File: src/rtl/sonar_median_filter.sv
`default_nettype none
// ============================================================================
// Module      : sonar_median_filter
// Description : Six-channel sonar distance filter with a valid/ready input and
//               a held-until-accepted output. Optional 3-tap median filter is
//               enabled by defining SONAR_MEDIAN_FILTER_EN. Per-channel flags
//               mark obstacles closer than THRESH.
// Revision    : 1.0 - initial release
// ============================================================================
module sonar_median_filter #(
    parameter logic [11:0] THRESH = 12'd300
) (
    input  logic        clk,
    input  logic        rst,
    input  logic [3:0]  in_ctrl,
    input  logic [23:0] in_data,
    input  logic        in_wr,
    output logic        in_rdy,
    output logic [3:0]  out_ctrl,
    output logic [23:0] out_data,
    output logic        out_wr,
    input  logic        out_wr_rdy,
    output logic [5:0]  obstacle
);

    typedef enum logic [1:0] {
        ST_IDLE = 2'd0,
        ST_CALC = 2'd1,
        ST_SEND = 2'd2
    } state_t;

    localparam int c_num_ch = 6;

    state_t      state_q, state_d;
    logic [2:0]  ch_q, ch_d;
    logic [11:0] s_q, s_d;
    logic [3:0]  out_ctrl_q, out_ctrl_d;
    logic [23:0] out_data_q, out_data_d;
    logic        out_wr_q, out_wr_d;
    logic [5:0]  obstacle_q, obstacle_d;
    logic [11:0] w_result;
    logic        w_beat_ok;
    logic        w_unused;

    // Upper sample bits carry no information for this block.
    assign w_unused  = ^in_data[23:12];
    assign w_beat_ok = !in_ctrl[3] && (in_ctrl[2:0] <= 3'd5);

`ifdef SONAR_MEDIAN_FILTER_EN
    logic [11:0] h0_q  [0:c_num_ch-1];
    logic [11:0] h0_d  [0:c_num_ch-1];
    logic [11:0] h1_q  [0:c_num_ch-1];
    logic [11:0] h1_d  [0:c_num_ch-1];
    logic [1:0]  cnt_q [0:c_num_ch-1];
    logic [1:0]  cnt_d [0:c_num_ch-1];
    logic [11:0] w_sel_h0;
    logic [11:0] w_sel_h1;
    logic [1:0]  w_sel_cnt;

    function automatic logic [11:0] median3(input logic [11:0] a,
                                            input logic [11:0] b,
                                            input logic [11:0] c);
        logic [11:0] lo;
        logic [11:0] hi;
        lo = (a < b) ? a : b;
        hi = (a < b) ? b : a;
        if (c < lo)
            return lo;
        else if (c > hi)
            return hi;
        else
            return c;
    endfunction

    always_comb begin
        w_sel_h0  = '0;
        w_sel_h1  = '0;
        w_sel_cnt = '0;
        for (int i = 0; i < c_num_ch; i++) begin
            if (ch_q == 3'(i)) begin
                w_sel_h0  = h0_q[i];
                w_sel_h1  = h1_q[i];
                w_sel_cnt = cnt_q[i];
            end
        end
    end

    // A zero sample (no echo) falls through as s, which is already 0.
    always_comb begin
        w_result = s_q;
        if ((s_q != 12'd0) && (w_sel_cnt == 2'd2))
            w_result = median3(s_q, w_sel_h0, w_sel_h1);
    end

    always_comb begin
        for (int i = 0; i < c_num_ch; i++) begin
            h0_d[i]  = h0_q[i];
            h1_d[i]  = h1_q[i];
            cnt_d[i] = cnt_q[i];
        end
        if ((state_q == ST_CALC) && (s_q != 12'd0)) begin
            for (int i = 0; i < c_num_ch; i++) begin
                if (ch_q == 3'(i)) begin
                    h1_d[i]  = h0_q[i];
                    h0_d[i]  = s_q;
                    cnt_d[i] = (cnt_q[i] == 2'd2) ? 2'd2 : cnt_q[i] + 2'd1;
                end
            end
        end
    end

    always_ff @(posedge clk or posedge rst) begin
        if (rst) begin
            for (int i = 0; i < c_num_ch; i++) begin
                h0_q[i]  <= '0;
                h1_q[i]  <= '0;
                cnt_q[i] <= '0;
            end
        end else begin
            for (int i = 0; i < c_num_ch; i++) begin
                h0_q[i]  <= h0_d[i];
                h1_q[i]  <= h1_d[i];
                cnt_q[i] <= cnt_d[i];
            end
        end
    end
`else
    assign w_result = s_q;
`endif

    always_comb begin
        state_d    = state_q;
        ch_d       = ch_q;
        s_d        = s_q;
        out_ctrl_d = out_ctrl_q;
        out_data_d = out_data_q;
        out_wr_d   = out_wr_q;
        obstacle_d = obstacle_q;
        case (state_q)
            ST_IDLE: begin
                if (in_wr && w_beat_ok) begin
                    ch_d    = in_ctrl[2:0];
                    s_d     = in_data[11:0];
                    state_d = ST_CALC;
                end
            end
            ST_CALC: begin
                out_ctrl_d = {1'b0, ch_q};
                out_data_d = {12'b0, w_result};
                for (int i = 0; i < c_num_ch; i++) begin
                    if (ch_q == 3'(i))
                        obstacle_d[i] = (s_q != 12'd0) && (w_result < THRESH);
                end
                state_d = ST_SEND;
            end
            ST_SEND: begin
                // First SEND cycle raises out_wr; the result is offered from then on.
                if (!out_wr_q) begin
                    out_wr_d = 1'b1;
                end else if (out_wr_rdy) begin
                    out_wr_d = 1'b0;
                    state_d  = ST_IDLE;
                end
            end
            default: begin
                out_wr_d = 1'b0;
                state_d  = ST_IDLE;
            end
        endcase
    end

    always_ff @(posedge clk or posedge rst) begin
        if (rst) begin
            state_q    <= ST_IDLE;
            ch_q       <= '0;
            s_q        <= '0;
            out_ctrl_q <= '0;
            out_data_q <= '0;
            out_wr_q   <= 1'b0;
            obstacle_q <= '0;
        end else begin
            state_q    <= state_d;
            ch_q       <= ch_d;
            s_q        <= s_d;
            out_ctrl_q <= out_ctrl_d;
            out_data_q <= out_data_d;
            out_wr_q   <= out_wr_d;
            obstacle_q <= obstacle_d;
        end
    end

    assign in_rdy   = (state_q == ST_IDLE);
    assign out_wr   = out_wr_q;
    assign out_ctrl = out_ctrl_q;
    assign out_data = out_data_q;
    assign obstacle = obstacle_q;

endmodule
`default_nettype wire

File: config.mk
export PLATFORM = sky130hd
export DESIGN_NAME = sonar_median_filter
export DESIGN_NICKNAME = d
export VERILOG_FILES = /design/src/rtl/sonar_median_filter.sv
export SDC_FILE = /design/constraint.sdc
export NUM_CORES = 1
export LEC_CHECK = 0
export BUFFER_PORTS_ARGS = -buffer_cell sky130_fd_sc_hd__buf_2
export CAP_MARGIN = 20
export CORE_AREA = 5 5 64 66
export DETAILED_ROUTE_END_ITERATION = 6
export DIE_AREA = 0 0 69 71
export GPL_ROUTABILITY_DRIVEN = 0
export PLACE_DENSITY = 0.8
export SLEW_MARGIN = 40
export SYNTH_ARGS = -nofsm -noshare
export SYNTH_HDL_FRONTEND = slang
export SYNTH_SLANG_ARGS = --single-unit
File: constraint.sdc
create_clock -name clk -period 4.15 [get_ports clk]
set_input_delay 0.83 -clock clk [delete_from_list [all_inputs] [get_ports clk]]
set_output_delay 0.83 -clock clk [all_outputs]
set_load 0.01 [all_outputs]
==> flow_summary.json <==
{
  "outcome": "complete, no violations",
  "utilization_pct": 55.1,
  "synth_edf_count": 0,
  "chipWidth_um": 69,
  "fin_worst_skew_ns": 0.00207,
  "critPathMaxFanout": 4,
  "clkTransAtPathRegs_ns": 0.11,
  "total_congestion_overflow": 0,
  "synth_sequential_area_ratio_pct": 58.7,
  "layout_worst_path_cycle_share_pct": 46.9,
  "tritoncts": "done",
  "setup_viols_final": 0,
  "worst_setup_path_end_kind": "primary output",
  "antennaDiodeCount": 0,
  "synthDominantAreaCellType": "sky130_fd_sc_hd__dfrtp_1",
  "remaining_drc_errors": 0,
  "cts_made_buffers": 5,
  "total_power_mw": 1.36,
  "clkSinkCount": 39,
  "drt-vias-per-instance": 4.79,
  "hold_class": "in -> async",
  "timing.final.max_slew_violations": 0,
  "clock_tree.htree_level_count": 2,
  "r2r-end": "s_q[1]",
  "drt-initial-drc-count": 51,
  "net-switching-power_mw": 0.456,
  "cellPowerDensity_nw_per_um2": 698,
  "areaGrowthSynthToFinish_pct": 16.9,
  "yosysWarningCount": 0,
  "routed_wl_um": 3110,
  "synth_largest_type_area_fraction_pct": 58.7,
  "chipHeight_um": 71,
  "clock-root-buffer": "sky130_fd_sc_hd__clkbuf_4",
  "grt_usage_pct": 14.0,
  "grt_pass1_vias": 1150,
  "postCtsHoldBufs": 0,
  "cell_internal_pwr_mw": 0.901,
  "p_clk_share_pct": 16.0,
  "global_route_wire_length_before_repair_um": 5400,
  "route.vias.total": 1034,
  "ant_nets": 0,
  "critical-path-top-delay-family": "flip-flops",
  "fin_crit_ns": 1.95,
  "layout.nets": 199,
  "avgRoutedWirePerCell_um": 14.4,
  "worst_skew_pair.late_latency_ns": 0.34,
  "swShare_pct": 33.6,
  "critical_path.cell_chain": "nor2_1 -> buf_2",
  "critical_path.startpoint_type": "register",
  "worst_reg_to_reg_cells": 4,
  "critical-path-slowest-cell": "sky130_fd_sc_hd__dfrtp_1",
  "synth.cell_area_um2": 1660,
  "clock_tree.buffer_depth": 2,
  "worst_ir_drop_on_vdd_v": 0.000437,
  "final.setup.tns_ns": 0,
  "rr_startpoint": "state_q[0]",
  "post_synth_inst_count": 121,
  "maximum_number_of_pins_on_one_net_before_global_route_repair": 30,
  "initial_core_util_pct": 47.2,
  "number_of_cells_upsized_or_downsized_after_cts": 0,
  "max_freq_mhz": 514,
  "timing.critical_path.arrival_ns": 1.12,
  "setup.reg_to_reg.worst_slack_ns": 2.44,
  "synthArstFlopShare_pct": 100,
  "worst_path_largest_cell_delay_ns": 0.43,
  "slew-limit-headroom_pct": 61.7,
  "cp.buffers_inverters": 1,
  "postSynthAreaPerCell_um2": 13.7,
  "synthDistinctLibCells": 24,
  "post_route_setup_slack_ns": 2.20,
  "worst_ep_required_time_ns": 3.32,
  "most_frequently_used_cell_type_in_the_post_synthesis_netlist": "sky130_fd_sc_hd__dfrtp_1",
  "detail_route.first_pass.iterations": 3,
  "pin_count": 68,
  "leakage_power_nw": 0.973,
  "post-dp-hpwl_um": 2390,
  "synth_top_cells_by_count": "sky130_fd_sc_hd__dfrtp_1, sky130_fd_sc_hd__mux2_2, sky130_fd_sc_hd__buf_4",
  "timing_hold_violations_final": 0,
  "floorplan_die_area_um2": 4900,
  "max_slew.worst_pin.slew_ns": 0.575,
  "max_cap_viols": 0,
  "placement_rows": 22,
  "grt_antenna_before_repair": 0,
  "cts_setup_buffers": 0,
  "fraction_of_layout_cells_with_a_size_suffix_above_1_pct": 51.2,
  "io_buffers": 42,
  "standard_cell_core_area_um2": 3520,
  "timing.setup.critical_path_class": "reg -> out",
  "rsz0062_at_grt": "false",
  "synth.top_cells.by_area": "sky130_fd_sc_hd__dfrtp_1, sky130_fd_sc_hd__mux2_2, sky130_fd_sc_hd__buf_4",
  "synth-main-ff-cell": "sky130_fd_sc_hd__dfrtp_1",
  "detailedPlace.worstSlack_ns": 1.99,
  "power.sequential.fraction_pct": 51.2,
  "synth.ff_latch_count": 39,
  "p_comb_share_pct": 32.8
}
-- power groups by stage --
stage	logic, mW	clock network [mW]	registers (mW)
after global placement	0.435	0	0.686
after CTS	0.455	0.222	0.697
after detailed placement	0.453	0	0.706
after floorplan	0.251	0	0.721
after global routing	0.491	0.247	0.725
final	0.445	0.218	0.695
-- final cells by class --
class                   instances  area, um2
fillers                       321       1580
flip-flops and latches         39        976
repair buffers                 43        218
well taps                      48       60.1
multi-input cells              75        609
clock buffers                   8       68.8
inverters                       3       11.3
-- sequential cells by signal, indices dropped and copies added (netlist names) --
| register | count |
|---|---|
| ch_q | 3 |
| obstacle | 6 |
| out_ctrl | 3 |
| out_data | 12 |
| out_wr | 1 |
| s_q | 12 |
| state_q | 2 |
-- metal layers --
metal	vias up	routed length (um)	global-route usage, %
met2	37	1580	24.3
met5	-	0	0
met1	503	1210	15.2
met3	5	262	5.40
li1	489	-	-
met4	0	53	6.51
-- cells in the final DEF (no fill, tap or decap), drive strengths merged --
master and n:
a21o 1, nand3 1, a21oi 1, nor3 2
nand2b 1, or4 1, a221oi 1, nand2 4
nor4 1, o22a 2, nor3b 1, conb 13
inv 3, nand4 1, dfrtp 39, buf 43
nor2 4, a211o 1, o31ai 1, or3 1
mux2 33, o21ai 1, nand3b 4, clkbuf 8
-- kinds of logic (layout without fill, tap and decap cells) --
kind of cell / after synthesis / count (layout) / share of synthesized area [%]
muxes: 33 / 33 / 22.4
other: 1 / 13 / 0.226
AOI/OAI and AO/OA: 8 / 8 / 4.29
DFF: 39 / 39 / 58.7
and+or+nand+nor: 21 / 21 / 6.93
buffers and inverters: 19 / 54 / 7.45
-- through the flow --
step	area, um2	hold slack [ns]	cells
floorplan	1710	0.473	133
detailed placement	1870	0.487	208
CTS	1940	0.456	216
finish	1940	0.448	216
global placement	1870	0.457	208
global route	1940	0.461	216
-- worst max path at each step --
stage                     cells after the start  startpoint  slack [ns]      end
after global placement                        4       in_wr        2.05   s_q[2]
after floorplan                               4  in_ctrl[3]        2.30  ch_q[0]
final                                         2  state_q[0]        2.20   in_rdy
after CTS                                     2  state_q[0]        2.20   in_rdy
after global routing                          2  state_q[0]        2.14   in_rdy
after detailed placement                      4       in_wr        1.99   s_q[1]
Note: power is estimated with default switching activity, not from simulation.
